===== config.mk =====
export PLATFORM = sky130hd
export DESIGN_NAME = ram_arbiter
export DESIGN_NICKNAME = d
export VERILOG_FILES = /design/src/rtl/ram_arbiter.sv
export SDC_FILE = /design/constraint.sdc
export NUM_CORES = 1
export LEC_CHECK = 0
export ABC_AREA = 1
export BUFFER_PORTS_ARGS = -buffer_cell sky130_fd_sc_hd__buf_2
export CORE_ASPECT_RATIO = 2
export CORE_MARGIN = 2
export CORE_UTILIZATION = 40
export CTS_BUF_LIST = sky130_fd_sc_hd__clkbuf_4
export DETAILED_ROUTE_END_ITERATION = 8
export GPL_ROUTABILITY_DRIVEN = 0
export PLACE_DENSITY = 0.71
export SYNTH_ARGS = -nofsm -noshare
export SYNTH_HDL_FRONTEND = slang
export SYNTH_SLANG_ARGS = --single-unit

===== constraint.sdc =====
create_clock -name i_clk -period 2.05 [get_ports i_clk]
set_input_delay 0.1025 -clock i_clk [delete_from_list [all_inputs] [get_ports i_clk]]
set_output_delay 0.1025 -clock i_clk [all_outputs]
set_load 0.02 [all_outputs]

===== src/rtl/ram_arbiter.sv =====
// Round-robin arbiter sharing one simple-dual-port RAM among NUM_REQ requesters.
// Optional read-wait timeout is built when RAM_ARB_TIMEOUT_EN is defined.
module ram_arbiter #(
   parameter int WIDTH          = 8,
   parameter int DEPTH          = 256,
   parameter int NUM_REQ        = 2,
   parameter int TIMEOUT_CYCLES = 16
) (
   input  logic                               i_clk,
   input  logic                               i_rst,
   input  logic [NUM_REQ-1:0]                 i_req,
   input  logic [NUM_REQ-1:0]                 i_we,
   input  logic [NUM_REQ*$clog2(DEPTH)-1:0]   i_addr,
   input  logic [NUM_REQ*WIDTH-1:0]           i_wdata,
   output logic [NUM_REQ-1:0]                 o_gnt,
   output logic [WIDTH-1:0]                   o_rd_data,
   output logic [NUM_REQ-1:0]                 o_rd_dv,
   output logic                               o_rd_err,
   output logic                               o_busy,
   output logic                               o_ram_wr_dv,
   output logic [$clog2(DEPTH)-1:0]           o_ram_wr_addr,
   output logic [WIDTH-1:0]                   o_ram_wr_data,
   output logic                               o_ram_rd_en,
   output logic [$clog2(DEPTH)-1:0]           o_ram_rd_addr,
   input  logic [WIDTH-1:0]                   i_ram_rd_data,
   input  logic                               i_ram_rd_dv
);

   localparam int AW = $clog2(DEPTH);
   localparam int PW = $clog2(NUM_REQ);

   if (NUM_REQ < 2 || NUM_REQ > 8 || TIMEOUT_CYCLES < 1) begin : g_bad_params
      $error("ram_arbiter: NUM_REQ must be 2..8 and TIMEOUT_CYCLES at least 1");
   end

   typedef enum logic [1:0] {IDLE, ISSUE, RD_WAIT} state_t;

   state_t             state_q, state_d;
   logic [PW-1:0]      ptr_q, ptr_d;
   logic [PW-1:0]      sel_q, sel_d;
   logic               we_q, we_d;
   logic [AW-1:0]      addr_q, addr_d;
   logic [WIDTH-1:0]   wdata_q, wdata_d;
   logic [WIDTH-1:0]   rd_data_q, rd_data_d;
   logic [NUM_REQ-1:0] rd_dv_q, rd_dv_d;

`ifdef RAM_ARB_TIMEOUT_EN
   localparam int CW = $clog2(TIMEOUT_CYCLES + 1);
   logic [CW-1:0]      cnt_q, cnt_d;
   logic               rd_err_q, rd_err_d;
`endif

   logic [PW-1:0]      cand_idx  [NUM_REQ];
   logic [AW-1:0]      addr_arr  [NUM_REQ];
   logic [WIDTH-1:0]   wdata_arr [NUM_REQ];
   logic [NUM_REQ-1:0] req_rot;
   logic [NUM_REQ-1:0] sel_oh;
   logic               win_found;
   logic [PW-1:0]      win_idx;
   logic [PW-1:0]      ptr_inc;
   logic               ram_wr_dv;
   logic               ram_rd_en;

   // Slot gi of the rotated view holds requester (ptr + gi) mod NUM_REQ
   for (genvar gi = 0; gi < NUM_REQ; gi++) begin : g_req
      logic [PW:0] cand_sum;
      assign cand_sum      = {1'b0, ptr_q} + (PW+1)'(gi);
      assign cand_idx[gi]  = (cand_sum >= (PW+1)'(NUM_REQ)) ?
                             PW'(cand_sum - (PW+1)'(NUM_REQ)) : cand_sum[PW-1:0];
      assign req_rot[gi]   = i_req[cand_idx[gi]];
      assign addr_arr[gi]  = i_addr[gi*AW +: AW];
      assign wdata_arr[gi] = i_wdata[gi*WIDTH +: WIDTH];
      assign sel_oh[gi]    = (sel_q == PW'(gi));
      assign o_gnt[gi]     = (state_q == ISSUE) && sel_oh[gi];
   end

   always_comb begin
      win_found = 1'b0;
      win_idx   = '0;
      for (int i = NUM_REQ - 1; i >= 0; i--) begin
         if (req_rot[i]) begin
            win_found = 1'b1;
            win_idx   = cand_idx[i];
         end
      end
   end

   assign ptr_inc = (sel_q == PW'(NUM_REQ - 1)) ? '0 : sel_q + 1'b1;

   always_comb begin
      state_d   = state_q;
      ptr_d     = ptr_q;
      sel_d     = sel_q;
      we_d      = we_q;
      addr_d    = addr_q;
      wdata_d   = wdata_q;
      rd_data_d = rd_data_q;
      rd_dv_d   = '0;
      ram_wr_dv = 1'b0;
      ram_rd_en = 1'b0;
`ifdef RAM_ARB_TIMEOUT_EN
      cnt_d     = cnt_q;
      rd_err_d  = 1'b0;
`endif
      case (state_q)
         IDLE: begin
            if (win_found) begin
               sel_d   = win_idx;
               we_d    = i_we[win_idx];
               addr_d  = addr_arr[win_idx];
               wdata_d = wdata_arr[win_idx];
               state_d = ISSUE;
            end
         end
         ISSUE: begin
            ptr_d = ptr_inc;
            if (we_q) begin
               ram_wr_dv = 1'b1;
               state_d   = IDLE;
            end else begin
               ram_rd_en = 1'b1;
               // A RAM that answers in the issue cycle is accepted right away
               if (i_ram_rd_dv) begin
                  rd_dv_d   = sel_oh;
                  rd_data_d = i_ram_rd_data;
                  state_d   = IDLE;
               end else begin
                  state_d = RD_WAIT;
`ifdef RAM_ARB_TIMEOUT_EN
                  cnt_d   = '0;
`endif
               end
            end
         end
         RD_WAIT: begin
            if (i_ram_rd_dv) begin
               rd_dv_d   = sel_oh;
               rd_data_d = i_ram_rd_data;
               state_d   = IDLE;
            end
`ifdef RAM_ARB_TIMEOUT_EN
            else if (cnt_q == CW'(TIMEOUT_CYCLES - 1)) begin
               rd_dv_d   = sel_oh;
               rd_err_d  = 1'b1;
               rd_data_d = '0;
               state_d   = IDLE;
            end else begin
               cnt_d = cnt_q + 1'b1;
            end
`endif
         end
         default: state_d = IDLE;
      endcase
   end

   always_ff @(posedge i_clk) begin
      if (i_rst) begin
         state_q   <= IDLE;
         ptr_q     <= '0;
         sel_q     <= '0;
         we_q      <= 1'b0;
         addr_q    <= '0;
         wdata_q   <= '0;
         rd_data_q <= '0;
         rd_dv_q   <= '0;
`ifdef RAM_ARB_TIMEOUT_EN
         cnt_q     <= '0;
         rd_err_q  <= 1'b0;
`endif
      end else begin
         state_q   <= state_d;
         ptr_q     <= ptr_d;
         sel_q     <= sel_d;
         we_q      <= we_d;
         addr_q    <= addr_d;
         wdata_q   <= wdata_d;
         rd_data_q <= rd_data_d;
         rd_dv_q   <= rd_dv_d;
`ifdef RAM_ARB_TIMEOUT_EN
         cnt_q     <= cnt_d;
         rd_err_q  <= rd_err_d;
`endif
      end
   end

   assign o_rd_data     = rd_data_q;
   assign o_rd_dv       = rd_dv_q;
   assign o_busy        = (state_q != IDLE);
   assign o_ram_wr_dv   = ram_wr_dv;
   assign o_ram_wr_addr = addr_q;
   assign o_ram_wr_data = wdata_q;
   assign o_ram_rd_en   = ram_rd_en;
   assign o_ram_rd_addr = addr_q;
`ifdef RAM_ARB_TIMEOUT_EN
   assign o_rd_err      = rd_err_q;
`else
   assign o_rd_err      = 1'b0;
`endif

endmodule

==> Word-level counts from Yosys, hierarchy flattened <==
Index checks and enable logic that the tools add are counted.
{ "totals": {"n_memories": 0, "out_inout_bits": 40, "in_bits": 47, "regBits": 31, "ram_bits": 0, "mem_bits_ro": 0, "latch_bits": 0, "wordCells": 67} }
{ "op_classes": {"div_mod_pow": 0, "add_sub_neg": 4, "n_eq_ne": 5, "order_cmp": 6, "bitwise": 2, "shifts": 0, "n_mux": 34, "multipliers": 0, "n_reduce_logical": 8} }
{ "op_table": {"columns": ["operator", "n"], "rows": [
  ["two-way mux 8 bit", 8],
  ["two-way mux 1 bit", 17],
  ["case mux 8 bit (2 select lines)", 1],
  ["two-way mux 2 bit", 6],
  ["< comparator 1 x 2 -> 1 bit (second input constant)", 3],
  ["!= test 2 bit (second input constant)", 3],
  ["case mux 2 bit (3 select lines)", 1],
  ["AND reduction 2 bit", 3],
  ["greater-or-equal comparator 2 bit (second input constant)", 2],
  ["case mux 2 bit (2 select lines)", 1],
  ["nonzero test 2 bit", 2],
  ["adder 1 x 1 -> 2 bit (second input constant)", 1],
  ["equality test 2 x 1 -> 1 bit (second input constant)", 1],
  ["equality test 2 bit (second input constant)", 1],
  ["greater-or-equal comparator 1 x 2 -> 1 bit (second input constant)", 1],
  ["logical AND 1 bit", 2],
  ["zero test 2 bit", 1],
  ["inverter 1 -> 2 bit", 1],
  ["subtractor 1 bit (second input constant)", 2],
  ["adder 1 bit (second input constant)", 1],
  ["inverter 1 bit", 1]
]} }

==> Depth between registers and ports, before layout <==
Gate-level depths: netlist (run 1).
{ "depth": {"depth_word": 11, "ltp_mapped": 9, "depth_no_buf": 8} }

==> Least setup slack after synthesis (run 1) <==
Ideal clock, no wire load.
{ "synth_path": {"path_kind": "register to register", "from": "register state_q[1]", "to": "register rd_dv_q[0], in the netlist o_rd_dv[0]", "required_time_ns": 1.972, "arrival_ns": 1.243, "stages_incl_launch_ff": 7, "n_path_buf": 0, "setup_slack_ns": 0.729, "setup_ns": 0.078, "synth_period_minus_slack_ns": 1.321, "path_cell_list": "dfxtp_1 inv_1 ha_1 inv_1 nor2_1 o21ai_0 nor3_1"} }
{ "synth_via": {"elab_chain_cells": 2, "elab_cells_between_ends": 3, "cone_classes": "eq/ne: 2; mux: 1"} }
{ "synth_lines": {"columns": ["element", "line_no", "text"], "rows": [
  ["start, declared", "38", "state_t state_q, state_d;"],
  ["start signal, assigned", "171", "state_q <= state_d;"],
  ["equality test 2 bit / equality test 2 x 1 -> 1 bit (equally long branches)", "105", "case (state_q)"],
  ["case mux 2 bit (2 select lines) *", "105", null],
  ["end signal, assigned", "178", "rd_dv_q <= rd_dv_d;"],
  ["end, declared", "45", "logic [NUM_REQ-1:0] rd_dv_q, rd_dv_d;"]
]} }
Every way passes the cells marked *; elsewhere a longest branch is shown, timed or not.
A chain may end at the register's enable or synchronous reset.

==> Worst setup path in the final report (run 1) <==
{ "layout_path": {"from": "register state_q[1]", "to": "output o_ram_rd_en"} }
{ "layout_via": {"elab_chain_cells": 2} }
{ "layout_lines": {"columns": ["element", "line_no", "text"], "rows": [
  ["equality test 2 x 1 -> 1 bit", "105", null],
  ["two-way mux 1 bit", "105", null],
  ["end, declared", "23", "output logic o_ram_rd_en,"]
]} }
No other way between the ends.

==> flow_metrics.py, run 1 <==
metrics = {
    "run_status": {
        "status": "complete, no violations",
    },
    "power": {
        "p_sw_share_pct": 38.1,
        "sequentialPowerShare_pct": 43.2,
        "p_per_area_nw_per_um2": 788,
        "leakage_uw": 0.00126,
        "p_clk_share_pct": 20.7,
        "p_sw_uw": 641,
        "worst_ir_drop_vdd_mv": 0.484,
        "p_int_uw": 1040,
        "p_comb_share_pct": 36.2,
    },
    "timing": {
        "grt_setup_unrepaired": "false",
        "clock-skew-final_ps": 13.3,
        "finalCriticalPeriod_ps": 1560,
        "tightest_slew_ps": 726,
        "post-route-period-util_pct": 76.0,
        "whs_ps": 51.7,
        "hold_viol": 0,
        "final-setup-viol-count": 0,
        "clock.fmax_ghz": 0.642,
        "slew_viol_final": 0,
        "setup_tns_ps": 0,
        "slew_headroom_pct": 51.6,
    },
    "clocking": {
        "cts.path.max_buffers": 2,
        "clk_pin_slew_ps": 100,
        "hold_buffers": 0,
        "cts_made_buffers": 5,
        "insertion_delay_ps": 330,
        "tritoncts": "yes",
        "cts_setup_buffers": 0,
        "postCtsResizedCells": 0,
        "clkSinkCount": 31,
        "cts-root-buf": "clkbuf_4",
        "htreeDepth": 2,
    },
    "synthesis": {
        "synth_edf_count": 0,
        "ys.warnings.count": 0,
        "yosysUniqueCellTypes": 26,
        "syn-cell-area_um2": 1750,
        "syn_nets": 304,
        "synth_top_area_share_pct": 35.6,
        "async_flop_share_pct": 0,
        "synth_seq_cells": 31,
        "synth_top_cell_by_area": "dfxtp_1",
        "synth_commonest_cells": "inv_1 (50), nand2_1 (50), nand3_1 (37)",
        "synth_ff_type": "dfxtp_1",
        "syn_avg_cell_area_um2": 6.87,
        "synth_cells": 254,
        "synthTopCellsByArea": "dfxtp_1 (36%), inv_1 (11%), nand2_1 (11%), nand3_1 (11%), a21oi_1 (5.2%)",
        "ys_seq_area_share_pct": 35.6,
    },
    "routing": {
        "via_per_inst": 4.45,
        "drt-initial-drc-count": 13,
        "drt-total-wl_um": 3750,
        "route.detailed.drc": 0,
        "wire_per_inst_um": 9.82,
        "antenna_left": 0,
        "drtPass1Iterations": 4,
        "vias": 1699,
    },
    "cells_and_area": {
        "area_delta_synth_final_pct": 22.2,
        "nets": 377,
        "diodes": 0,
        "final_core_util_pct": 50.1,
        "stdcell_count": 382,
        "fin_area_um2": 2130,
        "drive_above_1_share_pct": 34.8,
        "fillerInstances": 455,
    },
    "setup_path": {
        "max_stage_delay_ps": 340,
        "setup.worst_path.start_class": "flip-flop",
        "worstPathArrival_ps": 1460,
        "cp.required_ps": 1950,
        "cpMostUsedCell": "inv_1",
        "worstSetupEndpointType": "output pin",
        "cp_slowest_cell": "dfxtp_1",
        "crit_fanout": 4,
        "r2r-end": "o_rd_data[3]",
        "crit_chain": "inv_1 > ha_1 > inv_1 > nor2_1 > buf_2",
        "ff2ff_path_depth": 8,
        "worstReg2RegStart": "state_q[1]",
        "crit_buf_inv": 3,
        "worstSetupPathType": "flip-flop to output pin",
        "rrSetupSlack_ps": 600,
        "crit_family": "buffers and inverters",
    },
    "grt": {
        "grt_max_degree": 22,
        "first_global_vias": 1523,
        "grt_usage_pct": 16.1,
        "overflow": 0,
        "grt_pass1_wl_um": 6340,
        "antenna_found_initial": 0,
    },
    "hold_path": {
        "min_path_cells": 5,
        "hold_end": "o_ram_wr_data[0]",
        "hold_class": "input pin to flip-flop",
        "hold_start": "i_wdata[0]",
    },
    "die": {
        "start_util_pct": 41.0,
        "row_count": 34,
        "fp.dieArea_um2": 4940,
        "io_pins": 87,
        "die_x_um": 50.7,
        "die-height_um": 97.4,
        "core_um2": 4250,
    },
    "run": {
        "maxCapViolCount": 0,
    },
    "placed_design": {
        "placed_area_um2": 2080,
        "dp_hpwl_um": 2880,
        "port_buffers": 85,
        "dp_cells": 374,
    },
}
layer usage:
metal / GRT usage [%] / part of all wire (%)
met1: 20.0 / 44
met2: 26.6 / 47
met3: 3.85 / 7.4
met4: 5.61 / 1.6
met5: 0 / 0
through the flow:
step | setup WS [ps] | total power [µW]
global placement | 644 | 1340
detailed placement | 606 | 1350
finish | 492 | 1680
CTS | 476 | 1710
global route | 360 | 1810
floorplan | 729 | 1220
worst min-delay path, cell delays in order:
cell and delay, ps:
buf_2 70, nand2_1 40, nand3_1 60, nand2_1 40
inv_1 40
power groups by stage:
stage	clock network [µW]	registers, µW	logic (µW)
after floorplan	0	817	402
after global placement	0	738	602
after detailed placement	0	741	613
after CTS	370	727	615
after global routing	393	736	679
final	348	726	608
state kept, by name (all words and copies together) (netlist names):
name / flops
state_q: 2
ptr_q: 1
o_ram_rd_addr: 8
o_rd_data: 8
o_ram_wr_data: 8
sel_q: 1
we_q: 1
o_rd_dv: 2
worst max path at each step:
stage                             endpoint  cells after the start        from  slack [ps]
after global routing           o_ram_rd_en                      5  state_q[1]         360
after detailed placement      o_rd_data[3]                      8  state_q[1]         610
final                          o_ram_rd_en                      5  state_q[1]         490
after floorplan                 o_rd_dv[0]                      6  state_q[1]         730
after global placement    o_ram_rd_addr[4]                      5    i_req[1]         640
after CTS                      o_ram_rd_en                      5  state_q[1]         480
layout make-up:
class | count | area [µm²] | area share (%)
flip-flops and latches | 31 | 621 | 29.1
clock inverters | 2 | 12.5 | 0.587
clock buffers | 6 | 45.0 | 2.11
well taps | 54 | 67.6 | 3.17
inverters | 51 | 191 | 8.97
multi-input cells | 153 | 771 | 36.1
repair buffers | 85 | 425 | 19.9
cell families after synthesis:
family | share of synthesized area [%]
buffers and inverters | 20.3
adder cells (fa/ha/maj) | 2.15
other | 0.215
AND/OR/NAND/NOR | 34.4
AO/OA/AOI/OAI | 7.38
flip-flops | 35.6
placed cells by master (no fill, tap or decap), types with 2 or more instances in the layout:
cell type and instances:
a21oi_1 18, nor2_1 21, buf_2 85, inv_1 50, nand3_1 37, dfxtp_1 31, nand2_2 12, ha_1 3
clkbuf_4 6, a21oi_2 2, nand2_1 50
Power figures use the tool's default switching activity.
==> inputs of run 2 (changes only) <==
--- a/config.mk
+++ b/config.mk
@@ -5,7 +5,7 @@
 export SDC_FILE = /design/constraint.sdc
 export NUM_CORES = 1
 export LEC_CHECK = 0
-export ABC_AREA = 1
+export ABC_AREA = 0
 export BUFFER_PORTS_ARGS = -buffer_cell sky130_fd_sc_hd__buf_2
 export CORE_ASPECT_RATIO = 2
 export CORE_MARGIN = 2
@@ -13,7 +13,7 @@
 export CTS_BUF_LIST = sky130_fd_sc_hd__clkbuf_4
 export DETAILED_ROUTE_END_ITERATION = 8
 export GPL_ROUTABILITY_DRIVEN = 0
-export PLACE_DENSITY = 0.71
+export PLACE_DENSITY = 0.74
 export SYNTH_ARGS = -nofsm -noshare
 export SYNTH_HDL_FRONTEND = slang
 export SYNTH_SLANG_ARGS = --single-unit
==> constraint.sdc (replaced) <==
create_clock -name i_clk -period 1.52 [get_ports i_clk]
set_input_delay 0.076 -clock i_clk [delete_from_list [all_inputs] [get_ports i_clk]]
set_output_delay 0.076 -clock i_clk [all_outputs]
set_load 0.02 [all_outputs]
==> run 2 against run 1 <==
  * Hold slack got worse by 44 ps
  * Largest power group unchanged
  * Via count decreased by 4.3%
  * Wire length increased by 18%
  * Clock skew decreased by 9.8 ps
  * Sequential power increased by 30%
  * Die area decreased by 15%
  * Total power increased by 23%
  * Global-route usage increased by 6.5 points
  * First-iteration DRC count increased to 3.9 times the previous value
  * Final area increased by 0.29%
  * Worst setup slack got worse by 390 ps
  * Final cell count decreased by 14%
==> flow_metrics.py, run 2 <==
metrics = {
    "setup_path": {
        "setup.worst_path.start_class": "flip-flop",
        "startpoint": "state_q[1]",
        "worstReg2RegStart": "state_q[1]",
        "crit_fanout": 5,
        "worstSetupEndpointType": "flip-flop",
        "cp.required_ps": 1780,
        "worstPathArrival_ps": 1680,
        "worstSetupPathType": "flip-flop to flip-flop",
    },
    "clocking": {
        "cts_made_buffers": 5,
        "cts_setup_buffers": 0,
        "cts-root-buf": "clkbuf_4",
        "cts.path.max_buffers": 2,
        "insertion_delay_ps": 330,
        "htreeDepth": 2,
        "clkSinkCount": 31,
        "tritoncts": "yes",
        "clk_pin_slew_ps": 90,
    },
    "synthesis": {
        "synth_ff_type": "dfxtp_1",
        "syn_nets": 231,
        "synth_commonest_cells": "o21ai_0 (34), dfxtp_1 (31), a21oi_1 (19)",
        "yosysUniqueCellTypes": 27,
        "ys.warnings.count": 0,
        "ys_seq_area_share_pct": 42.0,
        "synth_cells": 181,
        "synthTopCellsByArea": "dfxtp_1 (42%), o21ai_0 (12%), a31oi_1 (7.2%), a21oi_1 (6.4%), buf_4 (5.6%)",
        "synth_edf_count": 0,
        "yosysMostFrequentCell": "o21ai_0",
        "syn_avg_cell_area_um2": 8.16,
        "async_flop_share_pct": 0,
        "syn-cell-area_um2": 1480,
        "synth_top_area_share_pct": 42.0,
        "synth_seq_cells": 31,
        "synth_top_cell_by_area": "dfxtp_1",
    },
    "hold_path": {
        "hold_class": "input pin to flip-flop",
        "hold_start": "i_wdata[1]",
    },
    "die": {
        "fp.dieArea_um2": 4220,
        "start_util_pct": 41.4,
        "row_count": 31,
        "die_x_um": 47.0,
        "core_um2": 3570,
        "io_pins": 87,
        "die-height_um": 89.9,
    },
    "timing": {
        "hold_viol": 0,
        "finalCriticalPeriod_ps": 1420,
        "setup_tns_ps": 0,
        "clock-skew-final_ps": 3.58,
        "slew_viol_final": 0,
        "grt_setup_unrepaired": "false",
        "slew_headroom_pct": 47.5,
        "final-setup-viol-count": 0,
        "whs_ps": 8.15,
        "tightest_slew_ps": 787,
        "post-route-period-util_pct": 93.4,
        "clock.fmax_ghz": 0.705,
    },
    "routing": {
        "drt-total-wl_um": 4410,
        "route.detailed.drc": 0,
        "drtPass1Iterations": 4,
        "via_per_inst": 4.97,
        "wire_per_inst_um": 13.5,
        "vias": 1626,
        "antenna_left": 0,
        "drt-initial-drc-count": 51,
    },
    "grt": {
        "grt_usage_pct": 22.6,
        "overflow": 0,
        "grt_pass1_wl_um": 7070,
        "first_global_vias": 1600,
        "grt_max_degree": 19,
        "antenna_found_initial": 0,
    },
    "placed_design": {
        "dp_cells": 299,
        "port_buffers": 85,
        "dp_hpwl_um": 3050,
    },
    "power": {
        "p_per_area_nw_per_um2": 969,
        "worst_ir_drop_vdd_mv": 0.683,
        "leakage_uw": 0.00102,
    },
    "cells_and_area": {
        "final_core_util_pct": 60.0,
        "stdcell_count": 327,
        "most-common-layout-cells": "buf_2 (85), o21ai_0 (34), dfxtp_1 (29), dlygate4sd3_1 (20), a21oi_1 (19)",
        "diodes": 0,
        "drive_above_1_share_pct": 37.8,
        "area_delta_synth_final_pct": 44.9,
        "layout_commonest_cell": "buf_2",
        "nets": 327,
    },
    "run_status": {
        "status": "complete, no violations",
    },
    "run": {
        "maxCapViolCount": 0,
    },
}
run 2: cell types whose count changed in the layout (fill, tap and decap cells not counted), sizes merged, moves of 2 or more:
| cell | delta |
|---|---|
| nand2b | +3 |
| o21ai | +35 |
| nand2 | -48 |
| a31oi | +17 |
| buf | +5 |
| mux2i | +8 |
| nand3 | -37 |
| dlygate4sd3 | +20 |
| nor2 | -18 |
| inv | -44 |
| nor2b | +2 |
run 2: final timing paths:
check                endpoint  slack [ps]  cells past startpoint
max                state_q[1]         100                      5
min          o_ram_wr_data[1]           8                      3
min reg2reg      o_rd_data[7]         460                      2
max reg2reg        state_q[1]         100                      5
run 2: critical path, cell delays in order, from the launching register on:
cell and delay [ps]:
dfxtp_2 340, inv_1 80, ha_2 210, nand2b_1 100, or4_1 480, a21oi_1 140
run 2: power breakdown:
part / switching [µW] / internal (µW)
Clock: 270 / 216
Sequential: 48.2 / 893
Combinational: 388 / 259
run 2: cell type report:
cell class	count	area, µm²
clock inverters	1	5.00
well taps	49	61.3
repair buffers	110	663
fillers	360	1430
clock buffers	7	52.6
flip-flops and latches	31	623
inverters	8	30.0
multi-input cells	121	704
run 2: per-layer routing:
layer / GRT usage, % / up-vias / share of wire, %
met5: 0 / - / 0
met4: 9.95 / 0 / 2.7
met3: 4.42 / 9 / 5.3
met2: 39.6 / 66 / 55
met1: 23.8 / 728 / 37
li1: - / 823 / -
run 2: per-stage QoR:
stage                     instance area (µm²)  setup WS (ps)  power (µW)
after floorplan                          1480            182        1370
after global placement                   1870           84.0        1550
after detailed placement                 1870           19.7        1560
after CTS                                2130         0.0832        2090
after global routing                     2140           8.65        2200
final                                    2140            101        2070
run 2: cells by family after synthesis:
group           count (synthesis)  synth area share, %
compound gates                 78                 29.3
fa+ha+maj                       3                 2.54
buf+inv                        29                 10.7
flops                          31                 42.0
mux                             8                 5.42
other cells                     1                0.254
simple gates                   31                 9.75
run 2: what timing repair did:
item | in CTS | in global routing
hold buffers | 20 | 0
resized for setup | 0 | 5
endpoints found under the setup margin | 0 | 24
hold endpoints to repair | 22 | 0
